File: config.mk
export PLATFORM = sky130hd
export DESIGN_NAME = mem_stage_access_unit
export DESIGN_NICKNAME = d
export VERILOG_FILES = /design/src/rtl/mem_stage_access_unit.sv
export SDC_FILE = /design/constraint.sdc
export NUM_CORES = 1
export LEC_CHECK = 0
export CORE_ASPECT_RATIO = 1.5
export CORE_MARGIN = 3
export CORE_UTILIZATION = 49
export CTS_BUF_LIST = sky130_fd_sc_hd__clkbuf_8
export DETAILED_ROUTE_END_ITERATION = 16
export HOLD_SLACK_MARGIN = 0.08
export PLACE_DENSITY = 0.92
export RECOVER_POWER = 50
export SLEW_MARGIN = 10
export SYNTH_ARGS = -nofsm -noshare
export SYNTH_HDL_FRONTEND = slang
export SYNTH_SLANG_ARGS = --single-unit
File: constraint.sdc
create_clock -name clk -period 5.7 [get_ports clk]
set_clock_uncertainty 0.1 [all_clocks]
set_input_delay 1.425 -clock clk [delete_from_list [all_inputs] [get_ports clk]]
set_output_delay 1.425 -clock clk [all_outputs]
set_load 0.005 [all_outputs]
File: src/rtl/mem_stage_access_unit.sv
// Data-memory access unit for the memory/writeback stage of the 3-stage core.
// It decodes the load/store held in the memory-write pipeline register and runs
// one req/ack bus transaction per legal, aligned access. The pipeline register
// is stalled until the access completes. Faulting ops never reach the bus.
//
// Bus handshake: mem_req is a level. The unit raises it together with a stable
// address, write enable, strobes and write data, and holds all of them unchanged
// until the cycle in which mem_ack is high. mem_ack is sampled only while
// waiting, and mem_rdata is taken in that same cycle. If no ack arrives within
// TIMEOUT_CYCLES waiting cycles, the request is withdrawn and bus_error pulses.
module mem_stage_access_unit #(
   parameter int TIMEOUT_CYCLES = 255,
   parameter int TO_W           = 8
) (
   input  logic        clk,
   input  logic        rst,
   input  logic [6:0]  opcode_mw,
   input  logic [2:0]  funct3_mw,
   input  logic [31:0] addr_mw,
   input  logic [31:0] store_data_mw,
   output logic        stall_memory_write,
   output logic [31:0] load_data,
   output logic        load_valid,
   output logic        misaligned_fault,
   output logic        illegal_fault,
   output logic        bus_error,
   output logic        mem_req,
   output logic        mem_we,
   output logic [31:0] mem_addr,
   output logic [31:0] mem_wdata,
   output logic [3:0]  mem_wstrb,
   input  logic [31:0] mem_rdata,
   input  logic        mem_ack,
   output logic [1:0]  dbg_state_o
);

   localparam logic [6:0] OP_LOAD  = 7'b0000011;
   localparam logic [6:0] OP_STORE = 7'b0100011;
   localparam logic [TO_W-1:0] TO_LAST = TO_W'(TIMEOUT_CYCLES - 1);

   typedef enum logic [1:0] {
      S_IDLE = 2'd0,
      S_WAIT = 2'd1,
      S_DONE = 2'd2
   } state_t;

   state_t state_q, state_d;

   logic            is_load, is_store, is_mem, legal_f3;
   logic            is_half, is_word, misaligned, valid_op;
   logic [31:0]     wdata_fmt;
   logic [3:0]      wstrb_fmt;
   logic [31:0]     load_fmt;
   logic [7:0]      byte_sel;
   logic [15:0]     half_sel;
   logic            timeout_hit;

   logic [TO_W-1:0] cnt_q;
   logic [2:0]      f3_q;
   logic [1:0]      lo_q;
   logic            is_load_q;
   logic            mem_req_q, mem_we_q;
   logic [31:0]     mem_addr_q, mem_wdata_q;
   logic [3:0]      mem_wstrb_q;
   logic [31:0]     load_data_q;
   logic            load_valid_q, bus_error_q;

   // Decode the op on the pipeline register: legality, size and alignment.
   always_comb begin
      is_load  = (opcode_mw == OP_LOAD);
      is_store = (opcode_mw == OP_STORE);
      is_mem   = is_load | is_store;
      legal_f3 = 1'b0;
      if (is_load) begin
         case (funct3_mw)
            3'b000, 3'b001, 3'b010, 3'b100, 3'b101: legal_f3 = 1'b1;
            default:                                legal_f3 = 1'b0;
         endcase
      end else if (is_store) begin
         case (funct3_mw)
            3'b000, 3'b001, 3'b010: legal_f3 = 1'b1;
            default:                legal_f3 = 1'b0;
         endcase
      end
      is_half    = (funct3_mw[1:0] == 2'b01);
      is_word    = (funct3_mw[1:0] == 2'b10);
      // Alignment only matters for ops that are otherwise legal.
      misaligned = is_mem & legal_f3 &
                   ((is_half & addr_mw[0]) | (is_word & (addr_mw[1:0] != 2'b00)));
      valid_op   = is_mem & legal_f3 & ~misaligned;
   end

   // Replicate store data across lanes and build the byte enables.
   always_comb begin
      wdata_fmt = store_data_mw;
      wstrb_fmt = 4'b0000;
      if (is_store) begin
         case (funct3_mw[1:0])
            2'b00: begin
               wdata_fmt = {4{store_data_mw[7:0]}};
               wstrb_fmt = 4'b0001 << addr_mw[1:0];
            end
            2'b01: begin
               wdata_fmt = {2{store_data_mw[15:0]}};
               wstrb_fmt = 4'b0011 << addr_mw[1:0];
            end
            default: begin
               wdata_fmt = store_data_mw;
               wstrb_fmt = 4'b1111;
            end
         endcase
      end
   end

   // Pick the addressed lane of the read word and extend it per the latched funct3.
   always_comb begin
      case (lo_q)
         2'b00:   byte_sel = mem_rdata[7:0];
         2'b01:   byte_sel = mem_rdata[15:8];
         2'b10:   byte_sel = mem_rdata[23:16];
         default: byte_sel = mem_rdata[31:24];
      endcase
      half_sel = lo_q[1] ? mem_rdata[31:16] : mem_rdata[15:0];
      case (f3_q)
         3'b000:  load_fmt = {{24{byte_sel[7]}}, byte_sel};
         3'b001:  load_fmt = {{16{half_sel[15]}}, half_sel};
         3'b100:  load_fmt = {24'd0, byte_sel};
         3'b101:  load_fmt = {16'd0, half_sel};
         default: load_fmt = mem_rdata;
      endcase
   end

   assign timeout_hit = (cnt_q == TO_LAST);

   // Access FSM next state; DONE always returns to IDLE so the op still held
   // on the inputs during DONE is not issued a second time.
   always_comb begin
      state_d = state_q;
      case (state_q)
         S_IDLE:  if (valid_op) state_d = S_WAIT;
         S_WAIT:  if (mem_ack || timeout_hit) state_d = S_DONE;
         S_DONE:  state_d = S_IDLE;
         default: state_d = S_IDLE;
      endcase
   end

   // Access FSM state register.
   always_ff @(posedge clk) begin
      if (rst) state_q <= S_IDLE;
      else     state_q <= state_d;
   end

   // Bus-side registers, timeout counter and load result; pulses clear each cycle.
   always_ff @(posedge clk) begin
      if (rst) begin
         cnt_q        <= '0;
         f3_q         <= 3'b000;
         lo_q         <= 2'b00;
         is_load_q    <= 1'b0;
         mem_req_q    <= 1'b0;
         mem_we_q     <= 1'b0;
         mem_addr_q   <= 32'd0;
         mem_wdata_q  <= 32'd0;
         mem_wstrb_q  <= 4'b0000;
         load_data_q  <= 32'd0;
         load_valid_q <= 1'b0;
         bus_error_q  <= 1'b0;
      end else begin
         load_valid_q <= 1'b0;
         bus_error_q  <= 1'b0;
         case (state_q)
            S_IDLE: begin
               if (valid_op) begin
                  mem_addr_q  <= {addr_mw[31:2], 2'b00};
                  mem_we_q    <= is_store;
                  mem_wstrb_q <= wstrb_fmt;
                  mem_wdata_q <= wdata_fmt;
                  f3_q        <= funct3_mw;
                  lo_q        <= addr_mw[1:0];
                  is_load_q   <= is_load;
                  mem_req_q   <= 1'b1;
                  cnt_q       <= '0;
               end
            end
            S_WAIT: begin
               if (mem_ack) begin
                  mem_req_q    <= 1'b0;
                  load_data_q  <= load_fmt;
                  load_valid_q <= is_load_q;
               end else if (timeout_hit) begin
                  mem_req_q    <= 1'b0;
                  bus_error_q  <= 1'b1;
                  load_data_q  <= 32'd0;
                  load_valid_q <= is_load_q;
               end else begin
                  cnt_q <= cnt_q + TO_W'(1);
               end
            end
            default: ;
         endcase
      end
   end

   assign stall_memory_write = ((state_q == S_IDLE) & valid_op) | (state_q == S_WAIT);
   assign misaligned_fault   = misaligned;
   assign illegal_fault      = is_mem & ~legal_f3;
   assign mem_req            = mem_req_q;
   assign mem_we             = mem_we_q;
   assign mem_addr           = mem_addr_q;
   assign mem_wdata          = mem_wdata_q;
   assign mem_wstrb          = mem_wstrb_q;
   assign load_data          = load_data_q;
   assign load_valid         = load_valid_q;
   assign bus_error          = bus_error_q;
   assign dbg_state_o        = state_q;

endmodule

==> results.py <==
metrics = {
    "synth": {
        "synth.cell_area_um2": 5490,
        "yosys_warnings": 0,
        "synth_cell_types": 56,
        "synth_edf_count": 0,
        "syn-instance-count": 628,
        "yosysMostFrequentCell": "dfxtp_1",
        "netlist_top_cells_area": "dfxtp_1 43%, a21oi_1 8.2%, o21ai_0 7.0%",
        "async_reset_ff_frac": 0,
        "ys.flop_type": "dfxtp_1",
        "yosysSeqAreaShare": 0.430,
        "ys_seq_elements": 118,
        "synth_top_area_cell": "dfxtp_1",
        "syn_avg_cell_area_um2": 8.74,
        "netlist.area_leader.share": 0.430,
        "synthTopCellsByCount": "118 x dfxtp_1, 90 x a21oi_1, 77 x o21ai_0, 55 x nand3_1, 38 x clkbuf_1",
    },
    "clock_network": {
        "tritoncts": "built",
        "postCtsSetupBuffers": 0,
        "insertion_delay_ns": 0.44,
        "clk_pin_slew_worst_paths_ns": 0.08,
        "clockRootBuffer": "clkbuf_8",
        "ctsHoldBuffers": 0,
        "h-tree-depth": 4,
        "cts_buffers": 17,
        "clock-sinks": 118,
        "cts_buffer_depth": 2,
        "cts_resized": 0,
    },
    "layout": {
        "seq_area_um2": 2360,
        "nFillCells": 751,
        "multiInputGateArea_um2": 2810,
        "final_nets": 920,
        "insertedDiodeCount": 0,
        "drive_above_1_share": 0.0754,
        "areaGrowthSynthToFinish_pct": 45.5,
        "finalCoreUtilization": 0.742,
    },
    "drt": {
        "first_iter_violations": 410,
        "vias_per_cell": 6.08,
        "wl_per_cell_um": 19.2,
        "detail_route.wirelength_um": 18600,
        "postRouteAntennaNets": 0,
        "vias": 5875,
        "drc": 0,
        "drt_first_pass_iters": 5,
    },
    "die": {
        "core-area_um2": 10800,
        "rows": 46,
        "die_h_um": 136,
        "die_w_um": 92.4,
        "ios": 218,
        "initial_utilization": 0.510,
        "dieArea_um2": 12500,
    },
    "global_route": {
        "grt_usage": 0.288,
        "globalRouteOverflowTotal": 0,
        "antenna_found_initial": 0,
        "grt_first_pass_wirelength_um": 29000,
        "grt_max_degree": 83,
        "grt_pass1_vias": 5881,
    },
    "setup_path": {
        "worstSetupEndpointType": "register",
        "worst_ep_required_time_ns": 5.92,
        "startpoint_type": "primary input",
        "crit_chain": "clkbuf_1 > clkbuf_1 > a21oi_1 > clkbuf_1 > a32o_1",
        "slowest_delay_ns": 2.55,
        "crit_type": "in -> reg",
        "cp.arrival_ns": 5.34,
        "path_buf_inv": 3,
        "crit_path_max_fanout": 82,
        "critPathSlowestCell": "clkbuf_1",
        "crit_top_cell": "clkbuf_1",
        "crit_family": "buffers and inverters",
    },
    "placement": {
        "io_buffers": 215,
        "gp_congestion": 0.926,
        "dp_hpwl_um": 13100,
        "pre_cts_ws_ns": 0.640,
    },
    "sta": {
        "fmax_mhz": 195,
        "final-hold-violation-count": 0,
        "finalMaxSlewViolations": 83,
        "tns_ns": 0,
        "layout_min_cycle_time_ns": 5.12,
        "worstMarginPinSlew_ns": 3.63,
        "period_share": 0.899,
        "slew_headroom": -1.42,
        "rsz0062_at_grt": "no",
        "fin_ws_ns": 0.577,
        "setup_violations": 0,
    },
    "status": {
        "status": "finished, violations left",
        "violations": "capacitance limit, slew limit",
    },
    "worst_hold_path": {
        "hold_class": "reg -> reg",
    },
    "power_and_ir_drop": {
        "power_density_nw_per_um2": 221,
        "p_total_mw": 1.76,
        "ir_worst_vdd_uv": 179,
        "leakage_nw": 2.96,
    },
    "job": {
        "drv_cap": 1,
    },
}
==> final cells by class <==
cell class / instances / share of cell area
Timing Repair Buffer: 225 / 0.277
Clock buffer: 17 / 0.0293
Inverter: 7 / 0.00329
Sequential cell: 118 / 0.296
Multi-Input combinational cell: 440 / 0.352
Tap cell: 144 / 0.0226
Clock inverter: 15 / 0.0197
==> through the flow <==
| stage | instance area [µm²] | instances | hold slack (ns) |
|---|---|---|---|
| global placement | 7610 | 934 | 0.348 |
| CTS | 8000 | 966 | 0.374 |
| detailed placement | 7610 | 934 | 0.351 |
| floorplan | 5490 | 629 | 0.345 |
| finish | 7990 | 966 | 0.369 |
| global route | 7990 | 966 | 0.379 |
==> sequential cells by signal (all words and copies together) (netlist names), 2 cells and up <==
register     cells
mem_wstrb        4
load_data       32
dbg_state_o      2
f3_q             3
lo_q             2
cnt_q            8
mem_wdata       32
mem_addr        30
==> layer usage <==
layer | wire (µm) | GRT usage | vias to the layer above | part of all wire
li1 | - | - | 2698 | -
met1 | 6520 | 0.305 | 2792 | 0.35
met2 | 9610 | 0.506 | 327 | 0.52
met3 | 1750 | 0.105 | 58 | 0.094
met4 | 705 | 0.134 | 0 | 0.038
met5 | 0 | 0 | - | 0
==> cells in the final DEF, fill, tap and decap left out, types with 8 or more instances in the layout <==
cell type        instances
dfxtp_1                118
clkdlybuf4s50_1        115
dlygate4sd3_1           99
a21oi_1                 90
o21ai_0                 76
nand3_1                 55
nand2b_1                27
nand2_1                 24
o2111ai_1               20
mux2i_1                 17
a22o_1                  17
clkbuf_8                17
nor2_1                  10
mux2_2                   8
a32o_1                   8
buf_4                    8
==> kinds of logic (layout without fill, tap and decap cells) <==
family / Yosys count / after routing / synth area share
xor gates and xnor gates: 3 / 3 / 0.00479
other: 1 / 2 / 0.000683
adders and majority gates: 2 / 2 / 0.00456
AOI/OAI and AO/OA: 252 / 252 / 0.289
and+or+nand+nor: 155 / 155 / 0.160
muxes: 26 / 26 / 0.0515
buffers and inverters: 71 / 264 / 0.0593
DFF: 118 / 118 / 0.430
==> power by group <==
| part | internal [mW] | switching (mW) | total, mW | leakage [nW] |
|---|---|---|---|---|
| logic | 0.0883 | 0.0859 | 0.174 | 1.83 |
| clock network | 0.388 | 0.373 | 0.761 | 0.176 |
| registers | 0.826 | 0.00126 | 0.827 | 0.950 |
| total | 1.30 | 0.460 | 1.76 | 2.96 |
==> final timing paths <==
check	startpoint	depth (start not counted)	end	slack, ns
setup / recovery	rst	5	load_data[9]	0.58
hold reg to reg	load_data[0]	1	load_data[0]	0.37
setup reg to reg	cnt_q[0]	7	load_data[26]	3.08
hold / removal	load_data[0]	1	load_data[0]	0.37
Note: power is estimated with default switching activity, not from simulation.
